**config.mk**
```make
export PLATFORM = sky130hd
export DESIGN_NAME = pad_in_rx
export DESIGN_NICKNAME = d
export VERILOG_FILES = /design/src/rtl/pad_in_rx.sv
export SDC_FILE = /design/constraint.sdc
export NUM_CORES = 2
export LEC_CHECK = 0
export BUFFER_PORTS_ARGS = -buffer_cell sky130_fd_sc_hd__clkbuf_2
export CORE_AREA = 2 2 309 311
export CTS_CLUSTER_DIAMETER = 50
export DETAILED_ROUTE_END_ITERATION = 12
export DIE_AREA = 0 0 311 313
export SLEW_MARGIN = 25
export SYNTH_ARGS = -nofsm -noshare
export SYNTH_HDL_FRONTEND = slang
export SYNTH_SLANG_ARGS = --single-unit
```
**constraint.sdc**
```tcl
create_clock -name clk_i -period 38.2 [get_ports clk_i]
set_clock_uncertainty 0.05 [all_clocks]
set_input_delay 7.64 -clock clk_i [delete_from_list [all_inputs] [get_ports clk_i]]
set_output_delay 7.64 -clock clk_i [all_outputs]
set_load 0.005 [all_outputs]
```
**src/rtl/pad_in_rx.sv**
```systemverilog
// Pad input return path: synchronize, glitch-filter, mask driven pads,
// detect edges and keep sticky event flags with an aggregated interrupt.
module pad_in_rx #(
    parameter int NumPads = 72,
    parameter int CntW    = 4
) (
    input  logic               clk_i,
    input  logic               rst_i,
    input  logic [NumPads-1:0] outi_i,
    input  logic [NumPads-1:0] oe_i,
    input  logic [NumPads-1:0] filt_en_i,
    input  logic [CntW-1:0]    filt_thresh_i,
    input  logic [NumPads-1:0] evt_rise_en_i,
    input  logic [NumPads-1:0] evt_fall_en_i,
    input  logic [NumPads-1:0] evt_clr_i,
    output logic [NumPads-1:0] in_sync_o,
    output logic [NumPads-1:0] in_filt_o,
    output logic [NumPads-1:0] rise_o,
    output logic [NumPads-1:0] fall_o,
    output logic [NumPads-1:0] evt_o,
    output logic               irq_o
);

    localparam logic [CntW-1:0] CntOne = {{(CntW-1){1'b0}}, 1'b1};

    logic [NumPads-1:0] sync1_q, sync1_d;
    logic [NumPads-1:0] sync2_q, sync2_d;
    logic [NumPads-1:0] filt_q, filt_d;
    logic [NumPads-1:0] rise_q, rise_d;
    logic [NumPads-1:0] fall_q, fall_d;
    logic [NumPads-1:0] evt_q, evt_d;
    logic [CntW-1:0]    cnt_q [NumPads];
    logic [CntW-1:0]    cnt_d [NumPads];
    logic               irq_q, irq_d;

    always_comb begin
        sync1_d = outi_i;
        sync2_d = sync1_q;
    end

    // A change is accepted only after T+1 consecutive differing samples.
    always_comb begin
        filt_d = filt_q;
        for (int i = 0; i < NumPads; i++) begin
            cnt_d[i] = '0;
            if (!oe_i[i]) begin
                if (!filt_en_i[i]) begin
                    filt_d[i] = sync2_q[i];
                end else if (sync2_q[i] != filt_q[i]) begin
                    if (cnt_q[i] == filt_thresh_i) begin
                        filt_d[i] = sync2_q[i];
                    end else begin
                        cnt_d[i] = cnt_q[i] + CntOne;
                    end
                end
            end
        end
    end

    always_comb begin
        rise_d = filt_d & ~filt_q;
        fall_d = ~filt_d & filt_q;
        evt_d  = (evt_q & ~evt_clr_i)
               | (rise_q & evt_rise_en_i)
               | (fall_q & evt_fall_en_i);
        irq_d  = |evt_q;
    end

    always_ff @(posedge clk_i or posedge rst_i) begin
        if (rst_i) begin
            sync1_q <= '0;
            sync2_q <= '0;
            filt_q  <= '0;
            rise_q  <= '0;
            fall_q  <= '0;
            evt_q   <= '0;
            irq_q   <= 1'b0;
            for (int i = 0; i < NumPads; i++) begin
                cnt_q[i] <= '0;
            end
        end else begin
            sync1_q <= sync1_d;
            sync2_q <= sync2_d;
            filt_q  <= filt_d;
            rise_q  <= rise_d;
            fall_q  <= fall_d;
            evt_q   <= evt_d;
            irq_q   <= irq_d;
            for (int i = 0; i < NumPads; i++) begin
                cnt_q[i] <= cnt_d[i];
            end
        end
    end

    assign in_sync_o = sync2_q;
    assign in_filt_o = filt_q;
    assign rise_o    = rise_q;
    assign fall_o    = fall_q;
    assign evt_o     = evt_q;
    assign irq_o     = irq_q;

endmodule

```
Word-level counts from Yosys, hierarchy flattened
Index checks and enable logic that the tools add are counted.

operators by class
  muxes and demuxes = 576
  add/sub/neg operators = 72
  bitwise operators = 10
  equal/unequal tests = 144
  reduce and logical (&&, ||, !) cells = 1

operator list
  cell                                         count
  two-way mux 4 bit                            288
  bitwise AND 72 bit                           5
  adder 4 x 1 -> 4 bit, second input constant  72
  == test 4 bit                                72
  two-way mux 1 bit                            288
  NOT 72 bit                                   3
  OR 72 bit                                    2
  != test 1 bit                                72
  OR reduction 72 bit                          1

storage, ports and cells
  word-level logic and storage cells = 882
  output and inout port bits = 361
  register bits after elaboration = 721
  input bits = 438

Longest topological paths before layout
  depth in word-level cells = 7
  mapped depth = 6
  depth with buffers taken out = 4

Least setup slack after synthesis
No wires, ideal clock.

  path type = input port to flip-flop
  start = input port filt_thresh_i[2]
  end = register filt_q[10] (netlist: in_filt_o[10])
  arrival time = 8.857 ns
  library setup time = 0.125 ns
  cell stages on the path = 6
  buffers on the path = 2
  data required time = 38.025 ns
  setup slack = 29.168 ns
  path through = buf_4 -> buf_4 -> xor2_1 -> o41ai_2 -> nand2b_1 -> mux2_4

on the way
  longest elaborated chain between the ends = 5

ends and longest elaborated chain
  item                  RTL line  RTL
  start, declared       12        input logic [CntW-1:0] filt_thresh_i,
  == test 4 bit         50        if (cnt_q[i] == filt_thresh_i) begin
  two-way mux 1 bit     50
  two-way mux 1 bit     49        end else if (sync2_q[i] != filt_q[i]) begin
  two-way mux 1 bit     47        if (!filt_en_i[i]) begin
  two-way mux 1 bit     46        if (!oe_i[i]) begin
  named net filt_d[10]  28        logic [NumPads-1:0] filt_q, filt_d;
  end signal, assigned  84        filt_q <= filt_d;
  end, declared         28

The timed path passes the listed nets, and every way through them passes these cells.

==> results.md <==
- Fraction of layout cells with a size suffix above 1: 32.95%
- R2R Path End: irq_o
- Type of the worst min-delay path: register to register
- Most frequent cells in the layout: clkbuf_2, dfrtp_1, xor2_1
- Area of placed instances: 36340 sq um
- Hold_sp: sync1_q[27]
- CP most frequent cell: buf_4
- Ys Warns: 0
- Fillers: 8939
- Worst R2R Setup Slack: 35460 ps
- Clock sink count: 721
- Commonest non-fill, non-tap cell in the layout: clkbuf_2
- Final min period: 10230 ps
- Worst setup EP type: async pin
- Slew Viols, Final: 0
- Post-route ant nets: 0
- Overall Power: 1.966 mW
- R2r worst-path depth: 4
- Synth Cell Area: 30910 sq um
- Register area share after synthesis: 58.38%
- Post-DP HPWL: 61.91 mm
- Die ar.: 97340 sq um
- Global route overflow: 0
- Die span in y: 313 microns
- Root Buffer: clkbuf_16
- Hold path cells: 0
- Mean routed wirelength per cell: 17.89 microns
- Synth cell types: 24
- Largest stage delay, worst path: 790 ps
- Power Density: 49.57 nW/um^2
- Crit path max-delay family: buffers and inverters
- Critical path type: input port to async pin
- VDD IR-drop max: 0.03171 mV
- Initial DRC Count: 1055
- I/O pins: 799
- Core Area: 94160 sq um
- Vias: 21.04k
- WP data arrival: 10800 ps
- Pre-CTS setup slack: 27110 ps
- Port bufs: 798
- Placed instance count: 4480
- GPL Wtd Cong: 0.8709
- Endpoints failing setup: 0
- Worst path cell trace: clkbuf_2 -> inv_8 -> buf_4 -> buf_4 -> buf_12
- RSZ-0062 raised after global routing: false
- Run status: finished, final reports clean
- Post-layout util: 42.12%
- Req. time, crit path: 38770 ps
- GRT Total Usage: 16.98%
- CTS Hold Bufs: 0
- Relative slew slack: 20.97%
- FMAX: 97.74 MHz
- Pre-antenna DRT Iters: 5
- Post-CTS Setup Bufs: 0
- Drt via density: 4.520
- Flops & latches, synth: 721
- Avg Synthesized Cell Area: 12.70 sq um
- Largest net degree at the start of global routing: 163
- CTS tree: done
- Worst Max-Slew Pin Slew: 1175 ps
- Post-synth net total: 2944
- Layout Area Growth over Synthesis: 28.33%
- CP Max Fanout: 162
- Post-CTS resize count: 0
- Slowest-stage cell, CP: buf_4
- Worst Slack Setup Final: 27970 ps
- Die W: 311 microns
- Final instance area: 39660 sq um
- Leak: 19.60 nW
- Worst skew pair latency: 640 ps
- Nature of the critical path startpoint: input port
- Starting Density: 32.82%
- DRC violations left: 0
- Min-Delay Endpoint: in_sync_o[27]
- Post-route insts no fill: 4655
- Cells after synthesis: 2434
- Routed WL: 83.27 mm
- Final #Nets: 3820
- Cts bufs inserted: 92
- Vias in the first global route: 21.64k
- CP Buf/Inv Count: 5
- Smallest hold slack: 290.4 ps
- Initial antenna violation count: 17
- Rows: 113
- R2R Path Start: evt_o[61]
- Setup TNS: 0 ps
- Final period utilization: 26.78%
- Final hold violation count: 0
- H-Tree Level Count: 3
- Clk slew on worst S/H paths: 60 ps
- Max cap viols: 0
- First-pass GRT wire length: 127.6 mm
- Maximum buffer depth of the clock tree: 3
[area by class of cell]
cell class	instances	area (sq um)	area share, %
Sequential cell	721	18040	45.49
Multi-Input combinational cell	1536	12030	30.33
Timing Repair Buffer	814	4160	10.49
Clock buffer	123	2675	6.745
Tap cell	1265	1583	3.991
Clock inverter	45	604.3	1.524
Inverter	145	551.8	1.391
Antenna cell	6	15.01	0.03786
[synthesized netlist by cell type]
cell type,n,area share [%]
o21ai_0,72,1.2
or4_1,1,0.024
xnor2_1,144,4.1
dfrtp_1,721,58
and4_1,1,0.028
o41ai_2,70,3.7
o41ai_1,2,0.057
buf_6,17,0.62
mux2_2,2,0.073
or3_1,72,1.5
xor2_1,360,10
buf_2,1,0.016
mux2_1,1,0.036
nor3b_1,144,3.5
nand3_1,73,1.2
inv_1,145,1.8
a22oi_1,72,1.7
mux2_4,69,3.4
nor2_1,288,3.5
buf_4,14,0.34
ha_1,72,2.9
nand2b_1,72,1.5
nor4_1,18,0.36
nand4_1,3,0.061
[power by group]
group	switching [mW]	leakage [nW]	internal (mW)
logic	0.102	8.54	0.0981
registers	0.0487	9.46	0.805
clock network	0.342	1.60	0.571
[metal layers]
metal  global-route usage [%]  wire length [microns]  vias to the layer above
met5                        0                    122                        -
met4                    6.566                   2905                       20
met3                    5.862                   6201                      164
met2                    27.87                  40190                      592
met1                    20.55                  33840                    10300
li1                         -                      -                     9960
[registers in the layout, summed over array words and instances, names as in the netlist]
register   count
rise_o        72
irq_o          1
in_filt_o     72
evt_o         72
cnt_q        288
sync1_q       72
fall_o        72
in_sync_o     72
[kinds of logic (layout without fill, tap and decap cells)]
family                   after synthesis  after routing  synth area share, %
other                                  0              6                    0
multiplexers                          72             72                3.461
AND/OR/NAND/NOR                      672            672                11.57
flip-flops                           721            721                58.38
adder cells (fa/ha/maj)               72             72                2.915
XOR/XNOR                             504            504                14.28
AO/OA/AOI/OAI                        216            216                6.656
buffers and inverters                177           1127                2.737
[worst max-delay path by stage]
stage	from	cells past startpoint	end	slack, ps
2_1_floorplan	rst_i	1	cnt_q[0]	10280
3_3_place_gp	rst_i	5	fall_o[58]	27150
3_5_place_dp	rst_i	5	fall_o[58]	27110
4_1_cts	rst_i	5	rise_o[59]	27850
5_1_grt	rst_i	5	cnt_q[205]	27420
6_report	rst_i	5	cnt_q[200]	27970
No activity file was read; power rests on OpenSTA's default activity.
